[config.mk]
export PLATFORM = sky130hd
export DESIGN_NAME = perceptron_trainer_flat
export DESIGN_NICKNAME = d
export VERILOG_FILES = /design/src/rtl/perceptron_trainer_pkg.sv /design/src/rtl/perceptron_trainer_if.sv /design/src/rtl/perceptron_trainer_weight_update.sv /design/src/rtl/perceptron_trainer.sv /design/src/flat_wrapper.sv
export SDC_FILE = /design/constraint.sdc
export NUM_CORES = 1
export LEC_CHECK = 0
export ABC_CLOCK_PERIOD_IN_PS = 8700
export BUFFER_PORTS_ARGS = -buffer_cell sky130_fd_sc_hd__buf_4
export CAP_MARGIN = 20
export CORE_ASPECT_RATIO = 0.75
export CORE_MARGIN = 3
export CORE_UTILIZATION = 40
export DETAILED_ROUTE_END_ITERATION = 12
export GPL_TIMING_DRIVEN = 0
export SYNTH_ARGS = -nofsm -noshare
export SYNTH_HDL_FRONTEND = slang
export SYNTH_SLANG_ARGS = --single-unit
[constraint.sdc]
create_clock -name clk -period 8.7 [get_ports clk]
set_input_delay 1.305 -clock clk [delete_from_list [all_inputs] [get_ports clk]]
set_output_delay 1.305 -clock clk [all_outputs]
set_load 0.02 [all_outputs]
[src/rtl/perceptron_trainer_pkg.sv]
// Shared fixed-point format, saturation limits and controller state encoding
// for the perceptron training sequencer.
package perceptron_pkg;
   localparam int FP_INTEGER_WIDTH = 4;
   localparam int FP_FRACT_WIDTH   = 12;
   localparam int FP_WIDTH         = FP_INTEGER_WIDTH + FP_FRACT_WIDTH;
   localparam int LR_SHIFT         = 4;
   localparam int DEF_NEUR_LATENCY = 2;
   localparam int DEF_MAX_EPOCHS   = 255;

   typedef logic signed [FP_WIDTH-1:0] fp_t;

   localparam fp_t SAT_MAX = {1'b0, {(FP_WIDTH-1){1'b1}}};
   localparam fp_t SAT_MIN = {1'b1, {(FP_WIDTH-1){1'b0}}};

   typedef enum logic [2:0] {
      ST_IDLE,
      ST_FETCH,
      ST_LOAD,
      ST_EVAL,
      ST_UPDATE,
      ST_EPOCH_END,
      ST_DONE
   } state_t;

   // Clamp a one-bit-wider sum back into fp_t; overflow shows as differing top bits.
   function automatic fp_t sat_fp(input logic [FP_WIDTH:0] v);
      if (v[FP_WIDTH] != v[FP_WIDTH-1])
         return v[FP_WIDTH] ? SAT_MIN : SAT_MAX;
      return v[FP_WIDTH-1:0];
   endfunction
endpackage

[src/rtl/perceptron_trainer_if.sv]
// Bundle of control, status, sample-RAM and perceptron signals around the trainer.
interface perceptron_trainer_if;
   import perceptron_pkg::*;

   logic       start;
   logic       abort;
   logic [7:0] n_samples;
   logic       busy;
   logic       done;
   logic       converged;
   logic [7:0] epochs;
   logic [7:0] errors_last;
   logic [7:0] sample_addr;
   logic       sample_rd;
   fp_t        sample_x1;
   fp_t        sample_x2;
   logic       sample_target;
   fp_t        neur_IN1;
   fp_t        neur_IN2;
   logic       neur_IN_ld;
   fp_t        neur_result;
   fp_t        neur_weight1;
   fp_t        neur_weight2;
   fp_t        neur_weight1_new;
   fp_t        neur_weight2_new;
   logic       neur_weight_ld;

   // slave: the trainer itself; master: controller, sample RAM and perceptron side.
   modport slave (
      input  start, abort, n_samples, sample_x1, sample_x2, sample_target,
             neur_result, neur_weight1, neur_weight2,
      output busy, done, converged, epochs, errors_last, sample_addr, sample_rd,
             neur_IN1, neur_IN2, neur_IN_ld, neur_weight1_new, neur_weight2_new,
             neur_weight_ld
   );

   modport master (
      output start, abort, n_samples, sample_x1, sample_x2, sample_target,
             neur_result, neur_weight1, neur_weight2,
      input  busy, done, converged, epochs, errors_last, sample_addr, sample_rd,
             neur_IN1, neur_IN2, neur_IN_ld, neur_weight1_new, neur_weight2_new,
             neur_weight_ld
   );
endinterface

[src/rtl/perceptron_trainer_weight_update.sv]
// One weight of the perceptron rule: w +/- (x >>> LR_SHIFT), saturated to fp_t.
module perceptron_weight_update
   import perceptron_pkg::*;
(
   input  fp_t  w_i,
   input  fp_t  x_i,
   input  logic sub_i,
   output fp_t  w_new_o
);
   logic [FP_WIDTH:0] w_ext;
   logic [FP_WIDTH:0] step_ext;
   logic [FP_WIDTH:0] sum;
   fp_t               step;

   always_comb begin
      step     = x_i >>> LR_SHIFT;
      w_ext    = {w_i[FP_WIDTH-1], w_i};
      step_ext = {step[FP_WIDTH-1], step};
      sum      = sub_i ? (w_ext - step_ext) : (w_ext + step_ext);
      w_new_o  = sat_fp(sum);
   end
endmodule

[src/rtl/perceptron_trainer.sv]
// Epoch/sample sequencer that trains a two-input perceptron with the classic
// perceptron rule, stopping on a zero-error epoch or the epoch limit.
module perceptron_trainer
   import perceptron_pkg::*;
#(
   parameter int MAX_EPOCHS   = DEF_MAX_EPOCHS,
   parameter int NEUR_LATENCY = DEF_NEUR_LATENCY
)(
   input  logic               clk,
   input  logic               rst_n,
   perceptron_trainer_if.slave bus
);
   state_t     state_q, state_d;
   logic [7:0] n_q, n_d;
   logic [7:0] addr_q, addr_d;
   logic [7:0] epochs_q, epochs_d;
   logic [7:0] err_cnt_q, err_cnt_d;
   logic [7:0] errors_last_q, errors_last_d;
   logic [7:0] lat_q, lat_d;
   logic       converged_q, converged_d;
   fp_t        x1_q, x1_d, x2_q, x2_d, result_q, result_d;
   logic       tgt_q, tgt_d;
   logic       rd, in_ld, w_ld, mispredict;

   assign mispredict = tgt_q != (result_q > fp_t'(0));

   always_ff @(posedge clk or negedge rst_n) begin
      if (!rst_n) begin
         state_q       <= ST_IDLE;
         n_q           <= '0;
         addr_q        <= '0;
         epochs_q      <= '0;
         err_cnt_q     <= '0;
         errors_last_q <= '0;
         lat_q         <= '0;
         converged_q   <= 1'b0;
         x1_q          <= '0;
         x2_q          <= '0;
         tgt_q         <= 1'b0;
         result_q      <= '0;
      end else begin
         state_q       <= state_d;
         n_q           <= n_d;
         addr_q        <= addr_d;
         epochs_q      <= epochs_d;
         err_cnt_q     <= err_cnt_d;
         errors_last_q <= errors_last_d;
         lat_q         <= lat_d;
         converged_q   <= converged_d;
         x1_q          <= x1_d;
         x2_q          <= x2_d;
         tgt_q         <= tgt_d;
         result_q      <= result_d;
      end
   end

   always_comb begin
      state_d       = state_q;
      n_d           = n_q;
      addr_d        = addr_q;
      epochs_d      = epochs_q;
      err_cnt_d     = err_cnt_q;
      errors_last_d = errors_last_q;
      lat_d         = lat_q;
      converged_d   = converged_q;
      x1_d          = x1_q;
      x2_d          = x2_q;
      tgt_d         = tgt_q;
      result_d      = result_q;
      rd            = 1'b0;
      in_ld         = 1'b0;
      w_ld          = 1'b0;

      unique case (state_q)
         ST_IDLE: begin
            if (bus.start && !bus.abort) begin
               epochs_d    = '0;
               converged_d = (bus.n_samples == 8'd0);
               if (bus.n_samples == 8'd0) begin
                  state_d = ST_DONE;
               end else begin
                  n_d       = bus.n_samples;
                  err_cnt_d = '0;
                  addr_d    = '0;
                  state_d   = ST_FETCH;
               end
            end
         end
         ST_FETCH: begin
            rd      = 1'b1;
            state_d = ST_LOAD;
         end
         ST_LOAD: begin
            x1_d    = bus.sample_x1;
            x2_d    = bus.sample_x2;
            tgt_d   = bus.sample_target;
            in_ld   = 1'b1;
            lat_d   = '0;
            state_d = ST_EVAL;
         end
         ST_EVAL: begin
            if (lat_q == 8'(NEUR_LATENCY - 1)) begin
               result_d = bus.neur_result;
               state_d  = ST_UPDATE;
            end else begin
               lat_d = lat_q + 8'd1;
            end
         end
         ST_UPDATE: begin
            if (mispredict) begin
               w_ld = 1'b1;
               if (err_cnt_q != 8'hFF)
                  err_cnt_d = err_cnt_q + 8'd1;
            end
            if (addr_q == n_q - 8'd1) begin
               state_d = ST_EPOCH_END;
            end else begin
               addr_d  = addr_q + 8'd1;
               state_d = ST_FETCH;
            end
         end
         ST_EPOCH_END: begin
            epochs_d      = epochs_q + 8'd1;
            errors_last_d = err_cnt_q;
            if (err_cnt_q == 8'd0) begin
               converged_d = 1'b1;
               state_d     = ST_DONE;
            end else if (epochs_q + 8'd1 == 8'(MAX_EPOCHS)) begin
               converged_d = 1'b0;
               state_d     = ST_DONE;
            end else begin
               err_cnt_d = '0;
               addr_d    = '0;
               state_d   = ST_FETCH;
            end
         end
         ST_DONE: state_d = ST_IDLE;
         default: state_d = ST_IDLE;
      endcase

      // Abort overrides whatever the state wanted, including a pending weight write.
      if (bus.abort && state_q != ST_IDLE) begin
         state_d       = ST_IDLE;
         converged_d   = 1'b0;
         epochs_d      = epochs_q;
         errors_last_d = errors_last_q;
         rd            = 1'b0;
         in_ld         = 1'b0;
         w_ld          = 1'b0;
      end
   end

   perceptron_weight_update u_w1 (
      .w_i     (bus.neur_weight1),
      .x_i     (x1_q),
      .sub_i   (!tgt_q),
      .w_new_o (bus.neur_weight1_new)
   );

   perceptron_weight_update u_w2 (
      .w_i     (bus.neur_weight2),
      .x_i     (x2_q),
      .sub_i   (!tgt_q),
      .w_new_o (bus.neur_weight2_new)
   );

   assign bus.busy           = (state_q != ST_IDLE) && (state_q != ST_DONE);
   assign bus.done           = (state_q == ST_DONE) && !bus.abort;
   assign bus.converged      = converged_q;
   assign bus.epochs         = epochs_q;
   assign bus.errors_last    = errors_last_q;
   assign bus.sample_addr    = addr_q;
   assign bus.sample_rd      = rd;
   assign bus.neur_IN1       = (state_q == ST_LOAD) ? bus.sample_x1 : x1_q;
   assign bus.neur_IN2       = (state_q == ST_LOAD) ? bus.sample_x2 : x2_q;
   assign bus.neur_IN_ld     = in_ld;
   assign bus.neur_weight_ld = w_ld;
endmodule
[src/flat_wrapper.sv]
// flat-port wrapper written by rule: the top's interface ports become plain ports
module perceptron_trainer_flat import perceptron_pkg::*;
#(
   parameter int MAX_EPOCHS   = DEF_MAX_EPOCHS,
   parameter int NEUR_LATENCY = DEF_NEUR_LATENCY
)
  (clk, rst_n, bus_start, bus_abort, bus_n_samples, bus_sample_x1, bus_sample_x2, bus_sample_target, bus_neur_result, bus_neur_weight1, bus_neur_weight2, bus_busy, bus_done, bus_converged, bus_epochs, bus_errors_last, bus_sample_addr, bus_sample_rd, bus_neur_IN1, bus_neur_IN2, bus_neur_IN_ld, bus_neur_weight1_new, bus_neur_weight2_new, bus_neur_weight_ld);
  perceptron_trainer_if bus_i ();
  input  logic clk;
  input  logic rst_n;
  input wire logic [$bits(bus_i.start)-1:0] bus_start;
  input wire logic [$bits(bus_i.abort)-1:0] bus_abort;
  input wire logic [$bits(bus_i.n_samples)-1:0] bus_n_samples;
  input wire logic [$bits(bus_i.sample_x1)-1:0] bus_sample_x1;
  input wire logic [$bits(bus_i.sample_x2)-1:0] bus_sample_x2;
  input wire logic [$bits(bus_i.sample_target)-1:0] bus_sample_target;
  input wire logic [$bits(bus_i.neur_result)-1:0] bus_neur_result;
  input wire logic [$bits(bus_i.neur_weight1)-1:0] bus_neur_weight1;
  input wire logic [$bits(bus_i.neur_weight2)-1:0] bus_neur_weight2;
  output wire logic [$bits(bus_i.busy)-1:0] bus_busy;
  output wire logic [$bits(bus_i.done)-1:0] bus_done;
  output wire logic [$bits(bus_i.converged)-1:0] bus_converged;
  output wire logic [$bits(bus_i.epochs)-1:0] bus_epochs;
  output wire logic [$bits(bus_i.errors_last)-1:0] bus_errors_last;
  output wire logic [$bits(bus_i.sample_addr)-1:0] bus_sample_addr;
  output wire logic [$bits(bus_i.sample_rd)-1:0] bus_sample_rd;
  output wire logic [$bits(bus_i.neur_IN1)-1:0] bus_neur_IN1;
  output wire logic [$bits(bus_i.neur_IN2)-1:0] bus_neur_IN2;
  output wire logic [$bits(bus_i.neur_IN_ld)-1:0] bus_neur_IN_ld;
  output wire logic [$bits(bus_i.neur_weight1_new)-1:0] bus_neur_weight1_new;
  output wire logic [$bits(bus_i.neur_weight2_new)-1:0] bus_neur_weight2_new;
  output wire logic [$bits(bus_i.neur_weight_ld)-1:0] bus_neur_weight_ld;
  assign bus_i.start = bus_start;
  assign bus_i.abort = bus_abort;
  assign bus_i.n_samples = bus_n_samples;
  assign bus_i.sample_x1 = bus_sample_x1;
  assign bus_i.sample_x2 = bus_sample_x2;
  assign bus_i.sample_target = bus_sample_target;
  assign bus_i.neur_result = bus_neur_result;
  assign bus_i.neur_weight1 = bus_neur_weight1;
  assign bus_i.neur_weight2 = bus_neur_weight2;
  assign bus_busy = bus_i.busy;
  assign bus_done = bus_i.done;
  assign bus_converged = bus_i.converged;
  assign bus_epochs = bus_i.epochs;
  assign bus_errors_last = bus_i.errors_last;
  assign bus_sample_addr = bus_i.sample_addr;
  assign bus_sample_rd = bus_i.sample_rd;
  assign bus_neur_IN1 = bus_i.neur_IN1;
  assign bus_neur_IN2 = bus_i.neur_IN2;
  assign bus_neur_IN_ld = bus_i.neur_IN_ld;
  assign bus_neur_weight1_new = bus_i.neur_weight1_new;
  assign bus_neur_weight2_new = bus_i.neur_weight2_new;
  assign bus_neur_weight_ld = bus_i.neur_weight_ld;
  perceptron_trainer #(.MAX_EPOCHS(MAX_EPOCHS), .NEUR_LATENCY(NEUR_LATENCY)) u_core (.clk(clk), .rst_n(rst_n), .bus(bus_i));
endmodule
==> impl_metrics.ini, run 1 <==
[synth]
syn_inst = 776
synthTopCellsByCount = dfrtp_1, nand2_1, nor2_1, mux2_2, o21ai_0
synth_edf_count = 0
syn-cell-area_um2 = 7258
yosysTopAreaCellShare = 0.3482
synth.most_common_cell = dfrtp_1
synth-seq-area-share = 0.3482
yosys_most_used_dff = dfrtp_1
yosysTopAreaCell = dfrtp_1
async_flop_share = 1.000
ys_types = 66
ys_ff_latch = 101
synthTopCellsByArea = dfrtp_1, mux2_2, ha_1
synth_nets = 913
avgSynthCellArea_um2 = 9.353
yosys_warnings = 0

[clock_tree]
h-tree-depth = 3
cts-root-buf = clkbuf_16
cts-resized-gates = 0
clock_latency_ns = 0.35
cts_inserted_buffers = 9
clk_pin_slew_ns = 0.07
cts_tree = yes
cts_sinks = 101
clk_path_buf_depth = 2
post_cts_buffers = 0
holdBufCountCts = 0

[routing]
drtIter0Drc = 357
viasPerCell = 5.230
drc = 0
drtAntennaViolNets = 0
wl_per_cell_um = 15.80
wl_um = 19200
drt_pass1_iterations = 5
vias = 6355

[die]
fp.dieW_um = 161.5
io_pins = 187
rows = 41
die_y_um = 122.7
dieArea_um2 = 19820
core_um2 = 17290
start_util = 0.4198

[finish]
layoutNonFillerInstCount = 1215
synthToLayoutAreaGrowth_pct = 27.58
design_area_um2 = 9260
layout.nets = 1111
n_antenna_cell = 0
final_util = 0.5356
drive_above_1_share = 0.2850

[placed_design]
place_hpwl_um = 15270
gp_congestion = 0.8411
place.port_buffers = 186
dpl_cell_area_um2 = 8982
placed_cells = 1199

[global_routing]
grt-ovfl-total = 0
track_usage = 0.1925
grt_max_degree = 66
grt_pass1_vias = 6008
antenna_found_initial = 0
grt_pass1_wl_um = 31120

[worst_setup_path]
slowest_delay_ns = 0.44
path_max_fanout = 10
crit_path_top_delay_cell = mux2_2
end_kind = primary output
path_buf_inv = 4
worstPathArrival_ns = 4.57
critPathRequiredTime_ns = 7.39
ff2ff_setup_slack_ns = 5.58
path_delay_family = compound AO/OA/AOI/OAI gates
crit_path_start_kind = flop
path_class = flop to primary output
crit_chain = buf_2 > buf_1 > mux2_2 > ha_1 > a211oi_1 > o21ai_1 > o31a_1 > a311o_1 > a311o_1 > xnor2_2 > buf_2 > maj3_1 > buf_4

[sta]
period_minus_slack_ns = 5.870
period_share = 0.6748
fmax_mhz = 170.3
skew_ns = 0.009738
hold_violations = 0
slew_headroom = 0.3789
worst_pin_slew_ns = 0.9246
setup_viol_count_final = 0
setup_tns_ns = 0
rsz0062_at_grt = false
maxSlewViolCount = 0

[run_status]
status = finished, final reports clean

[worst_hold_path]
hp-class = flop to flop

[flow_run]
maxCapViolations = 0
[logic make-up (layout without fill, tap and decap cells)]
family	Yosys count	in the layout	share of synthesized area
AOI/OAI and AO/OA	175	175	0.1576
xor gates and xnor gates	69	69	0.08533
adders and majority gates	74	74	0.1193
buffers and inverters	53	256	0.02965
DFF	101	101	0.3482
muxes	60	60	0.09257
and+or+nand+nor	244	244	0.1674
[registers in the layout, summed over array words and instances, names as in the netlist]
register,count
u_core.bus.converged,1
u_core.bus.epochs,8
u_core.bus.errors_last,8
u_core.bus.sample_addr,8
u_core.err_cnt_q,8
u_core.lat_q,8
u_core.n_q,8
u_core.result_q,16
u_core.state_q,3
u_core.tgt_q,1
u_core.x1_q,16
u_core.x2_q,16
[layout make-up]
type / instances / area [um2]
Buffer: 30 / 128.9
Multi-Input combinational cell: 622 / 4521
Tap cell: 236 / 295.3
Fill cell: 1684 / 8028
Sequential cell: 101 / 2527
Clock buffer: 11 / 242.7
Clock inverter: 5 / 35.03
Timing Repair Buffer: 187 / 1424
Inverter: 23 / 86.33
[tightest hold or removal path, cell delays in order, from the launching register on]
cell,delay (ns)
dfrtp_1,0.35
nand2_1,0.05
nand2_1,0.06
[routing by layer]
layer,vias to the layer above,share of wire,track usage
li1,3217,-,-
met1,2984,0.51,0.2890
met2,141,0.43,0.2890
met3,13,0.051,0.03543
met4,0,0.0089,0.04030
met5,-,0,0
[cells in the final DEF (no fill, tap or decap), drive strengths merged, types with 11 or more instances in the layout]
master	count
a21oi	41
a21o	22
mux2	57
dfrtp	101
nand2	65
clkbuf	33
xor2	36
o21ai	47
buf	195
a31oi	11
inv	24
nor3	24
xnor2	33
nand3	19
ha	42
nor2	61
maj3	30
[path summary, 6_finish.rpt]
path,cells past startpoint,start,to
max,13,u_core.tgt_q,bus_neur_weight2_new[5]
min,2,u_core.bus.errors_last[3],u_core.bus.errors_last[3]
max reg2reg,8,u_core.bus.epochs[0],u_core.err_cnt_q[3]
min reg2reg,2,u_core.bus.errors_last[3],u_core.bus.errors_last[3]
max in group asynchronous,2,rst_n,u_core.lat_q[1]
min in group asynchronous,1,rst_n,u_core.bus.errors_last[7]
[stage by stage]
stage	hold slack, ns	setup WS, ns
after floorplan	0.4798	3.575
after global placement	0.4667	3.056
after detailed placement	0.4647	3.033
after CTS	0.4935	2.767
after global routing	0.5157	2.426
final	0.4899	2.830
Power of run 1 is left out: the tool's default activity adds up to more than one toggle a clock period on the data nets, which glitch-free logic cannot reach.
==> run 2: changes to the inputs <==
ABC_CLOCK_PERIOD_IN_PS = 5400   (was 8700)
PLACE_DENSITY = 0.66   (was unset)
clock period = 5.4 ns   (was 8.7 ns; I/O delays follow)
==> impl_metrics.ini, run 2 (synthesis results as in run 1) <==
[sta]
skew_ns = 0.003624
setup_viol_count_final = 0
rsz0062_at_grt = false
maxSlewViolCount = 0
worst_pin_slew_ns = 0.9663
fmax_mhz = 196.9
hold_violations = 0
setup_tns_ns = 0
slew_headroom = 0.3509
period_share = 0.9406
period_minus_slack_ns = 5.079

[placed_design]
gp_congestion = 0.8612
place.port_buffers = 186
place_hpwl_um = 14920
placed_cells = 1199

[clock_tree]
clk_path_buf_depth = 2
clk_pin_slew_ns = 0.07
cts_inserted_buffers = 9
holdBufCountCts = 0
clock_latency_ns = 0.34
post_cts_buffers = 0
cts_tree = yes
cts_sinks = 101
cts-root-buf = clkbuf_16
cts-resized-gates = 0
h-tree-depth = 3

[die]
die_y_um = 122.7
fp.dieW_um = 161.5
dieArea_um2 = 19820
rows = 41
start_util = 0.4198
io_pins = 187
core_um2 = 17290

[global_routing]
grt_pass1_vias = 6038
grt_max_degree = 65
grt-ovfl-total = 0
grt_pass1_wl_um = 30820
track_usage = 0.1889
antenna_found_initial = 0

[finish]
final_common_cell = buf_4
synthToLayoutAreaGrowth_pct = 27.74
n_antenna_cell = 0
reg.largest.list = u_core.result_q: 16 flops, u_core.x1_q: 16 flops, u_core.x2_q: 16 flops
layout.nets = 1110
mostFrequentLayoutCells = buf_4, dfrtp_1, nand2_1, nor2_1, mux2_2
layoutNonFillerInstCount = 1213
drive_above_1_share = 0.2866

[routing]
drt_pass1_iterations = 5
viasPerCell = 5.236
wl_per_cell_um = 15.52
drtIter0Drc = 430
wl_um = 18830
drc = 0
vias = 6351
drtAntennaViolNets = 0

[worst_setup_path]
r2r_start = u_core.bus.epochs[0]
ff2ff_setup_slack_ns = 2.32
crit_path_top_delay_cell = or4_4
slowest_delay_ns = 0.56
crit_chain = or4_4 > nor3_1 > a21oi_1 > xor2_1 > ha_1 > a21o_1 > a21oi_1 > nor2b_1 > a311o_1 > a311o_1 > xnor2_2 > buf_2 > maj3_1 > buf_4
path_class = flop to primary output
path_max_fanout = 10
critPathRequiredTime_ns = 4.59
worstReg2RegEnd = u_core.err_cnt_q[3]
end_kind = primary output
rr_worst_depth = 8
crit_path_start_kind = flop
worstPathArrival_ns = 4.27

[run_status]
status = finished, final reports clean

[worst_hold_path]
hp-class = input pin to asynchronous set/reset pin

[flow_run]
maxCapViolations = 0
## run 2: how the worst max path moves through the flow
stage,startpoint,endpoint,slack [ns],cells after the start
final,u_core.x2_q[8],bus_neur_weight2_new[4],0.32,14
after CTS,u_core.tgt_q,bus_neur_weight1_new[14],0.1,14
after floorplan,u_core.tgt_q,bus_neur_weight2_new[10],0.91,12
after detailed placement,u_core.tgt_q,bus_neur_weight2_new[14],0.31,13
after global placement,u_core.tgt_q,bus_neur_weight2_new[11],0.39,13
after global routing,u_core.x1_q[6],bus_neur_weight1_new[12],0.01,14
## run 2: worst max-delay path: cells and delay by family (launching register included)
kind / cells / cell delay, ns
buffers and inverters: 2 / 0.37
adder cells (fa/ha/maj): 2 / 0.69
AO/OA/AOI/OAI: 5 / 1.20
flip-flops: 1 / 0.42
XOR/XNOR: 2 / 0.37
AND/OR/NAND/NOR: 3 / 0.86
## run 2: final cells by class
class / instances / area, um2
Sequential cell: 101 / 2527
Tap cell: 236 / 295.3
Clock buffer: 11 / 232.7
Fill cell: 1611 / 8016
Buffer: 29 / 130.1
Clock inverter: 4 / 50.05
Inverter: 23 / 86.33
Timing Repair Buffer: 187 / 1424
Multi-Input combinational cell: 622 / 4526
## run 2: routing by layer
metal	share of wire	GRT usage	wire, um
met1	0.49	0.2788	9239
met2	0.44	0.2903	8198
met3	0.067	0.03812	1266
met4	0.0065	0.03278	123
met5	0	0	0
## run 2: metrics by stage
step / worst slack [ns] / area [um2] / util / hold slack, ns
3_5_place_dp: 0.3076 / 8982 / 0.5196 / 0.4658
3_3_place_gp: 0.3853 / 8950 / 0.5177 / 0.4719
5_1_grt: 0.01264 / 9271 / 0.5363 / 0.4514
4_1_cts: 0.09544 / 9261 / 0.5357 / 0.4397
2_1_floorplan: 0.9056 / 7258 / - / 0.4798
6_report: 0.3207 / 9271 / 0.5363 / 0.4307
Power of run 2 is left out for the same reason.
==> run 3: changes to the inputs <==
--- a/config.mk
+++ b/config.mk
@@ -10,9 +10,9 @@
 export CAP_MARGIN = 20
 export CORE_ASPECT_RATIO = 0.75
-export CORE_MARGIN = 3
-export CORE_UTILIZATION = 40
+export CORE_MARGIN = 1
+export CORE_UTILIZATION = 44
 export DETAILED_ROUTE_END_ITERATION = 12
 export GPL_TIMING_DRIVEN = 0
-export PLACE_DENSITY = 0.66
+export PLACE_DENSITY = 0.71
 export SYNTH_ARGS = -nofsm -noshare
 export SYNTH_HDL_FRONTEND = slang
==> constraint.sdc (replaced) <==
create_clock -name clk -period 5.4 [get_ports clk]
set_input_delay 0.54 -clock clk [delete_from_list [all_inputs] [get_ports clk]]
set_output_delay 0.54 -clock clk [all_outputs]
set_load 0.02 [all_outputs]
==> impl_metrics.ini, run 3 (synthesis results as in run 1) <==
[sta]
rsz0062_at_grt = false
setup_viol_count_final = 0
fmax_mhz = 198.9
slew_headroom = 0.3964
worst_pin_slew_ns = 0.8985
setup_tns_ns = 0
skew_ns = 0.006196
period_share = 0.9313
hold_violations = 0
maxSlewViolCount = 0
period_minus_slack_ns = 5.029

[worst_setup_path]
end_kind = primary output
worstPathArrival_ns = 4.49
path_class = flop to primary output
critPathRequiredTime_ns = 4.86
path_max_fanout = 10
crit_path_start_kind = flop

[routing]
drtAntennaViolNets = 0
drt_pass1_iterations = 4
drtIter0Drc = 306
wl_um = 18490
viasPerCell = 5.391
drc = 0
vias = 6410
wl_per_cell_um = 15.55

[clock_tree]
clock_latency_ns = 0.35
clk_path_buf_depth = 2
cts_sinks = 101
holdBufCountCts = 0
cts_tree = yes
clk_pin_slew_ns = 0.07
post_cts_buffers = 0
cts_inserted_buffers = 9
cts-root-buf = clkbuf_16
h-tree-depth = 3

[die]
dieArea_um2 = 17020
io_pins = 187
start_util = 0.4518
core_um2 = 16070
fp.dieW_um = 150.3
rows = 40
die_y_um = 113.2

[finish]
synthToLayoutAreaGrowth_pct = 27.74
mostFrequentLayoutCells = buf_4, dfrtp_1, nand2_1, nor2_1, mux2_2
n_antenna_cell = 0
final_common_cell = buf_4
reg.largest.list = u_core.result_q: 16 flops, u_core.x1_q: 16 flops, u_core.x2_q: 16 flops
layout.nets = 1111
drive_above_1_share = 0.2850

[flow_run]
maxCapViolations = 0

[global_routing]
track_usage = 0.2238
grt_max_degree = 63
grt_pass1_vias = 6141
antenna_found_initial = 0
grt-ovfl-total = 0
grt_pass1_wl_um = 30480

[placed_design]
gp_congestion = 0.8620
place.port_buffers = 186
place_hpwl_um = 14390

[run_status]
status = finished, final reports clean

[worst_hold_path]
hp-class = input pin to asynchronous set/reset pin
-- run 3: cell count changes in the layout (fill, tap and decap cells not counted), sizes merged --
| cell | change |
|---|---|
| buf | +2 |
| bufinv | +1 |
| clkbuf | +1 |
| clkinv | -1 |
| clkinvlp | -1 |
-- run 3: final timing paths --
kind                       slack, ns                        end  cells after the start                      start
setup / recovery                0.37    bus_neur_weight1_new[7]                     16             u_core.x1_q[4]
setup reg to reg                2.33        u_core.err_cnt_q[3]                      8       u_core.bus.epochs[0]
min in group clk                0.41              u_core.n_q[0]                      3           bus_n_samples[0]
hold reg to reg                 0.50  u_core.bus.errors_last[2]                      2  u_core.bus.errors_last[2]
hold / removal                  0.28  u_core.bus.errors_last[2]                      1                      rst_n
max in group asynchronous       4.43         u_core.result_q[5]                      2                      rst_n
-- run 3: per-stage QoR --
| step | hold WS, ns | area (um2) | cells | utilization | setup WS [ns] |
|---|---|---|---|---|---|
| detailed placement | 0.4672 | 8942 | 1173 | 0.5566 | 0.6356 |
| CTS | 0.3206 | 9270 | 1189 | 0.5770 | 0.2554 |
| global route | 0.3566 | 9271 | 1189 | 0.5771 | 0.05799 |
| global placement | 0.4735 | 8917 | 1172 | 0.5551 | 0.6672 |
| floorplan | 0.2444 | 7258 | 776 | - | 1.176 |
| finish | 0.2844 | 9271 | 1189 | 0.5771 | 0.3711 |
-- run 3: area by class of cell --
type                    count  area, um2
inverters                  23      86.33
plain buffers              30      130.1
fillers                  1413       6794
flip-flops and latches    101       2527
clock inverters             3      67.56
multi-input cells         622       4521
well taps                 210      262.8
clock buffers              13      260.3
repair buffers            187       1416
-- run 3: what timing repair did --
| action | in CTS | in global routing |
|---|---|---|
| gates resized for setup | 0 | 1 |
| endpoints found under the hold margin | 0 | 0 |
| endpoints found under the setup margin | 0 | 9 |
-- run 3: critical path, cell delays in order, from the launching register on --
cell and delay [ns]:
dfrtp_1 0.42, inv_1 0.08, ha_1 0.16, nor3b_1 0.31
nor3b_1 0.39, nor2_1 0.10, xnor2_1 0.23, ha_1 0.35
a21o_1 0.19, a21o_1 0.18, a21oi_1 0.20, o21ai_0 0.21
nand4b_1 0.16, nand4b_1 0.25, clkbuf_1 0.31, maj3_1 0.43
buf_4 0.17
-- run 3: routing by layer --
metal | track usage | routed length [um]
met5 | 0 | 0
met4 | 0.04646 | 217
met3 | 0.04435 | 1092
met2 | 0.3515 | 8190
met1 | 0.3181 | 8991
Power of run 3 is left out for the same reason.
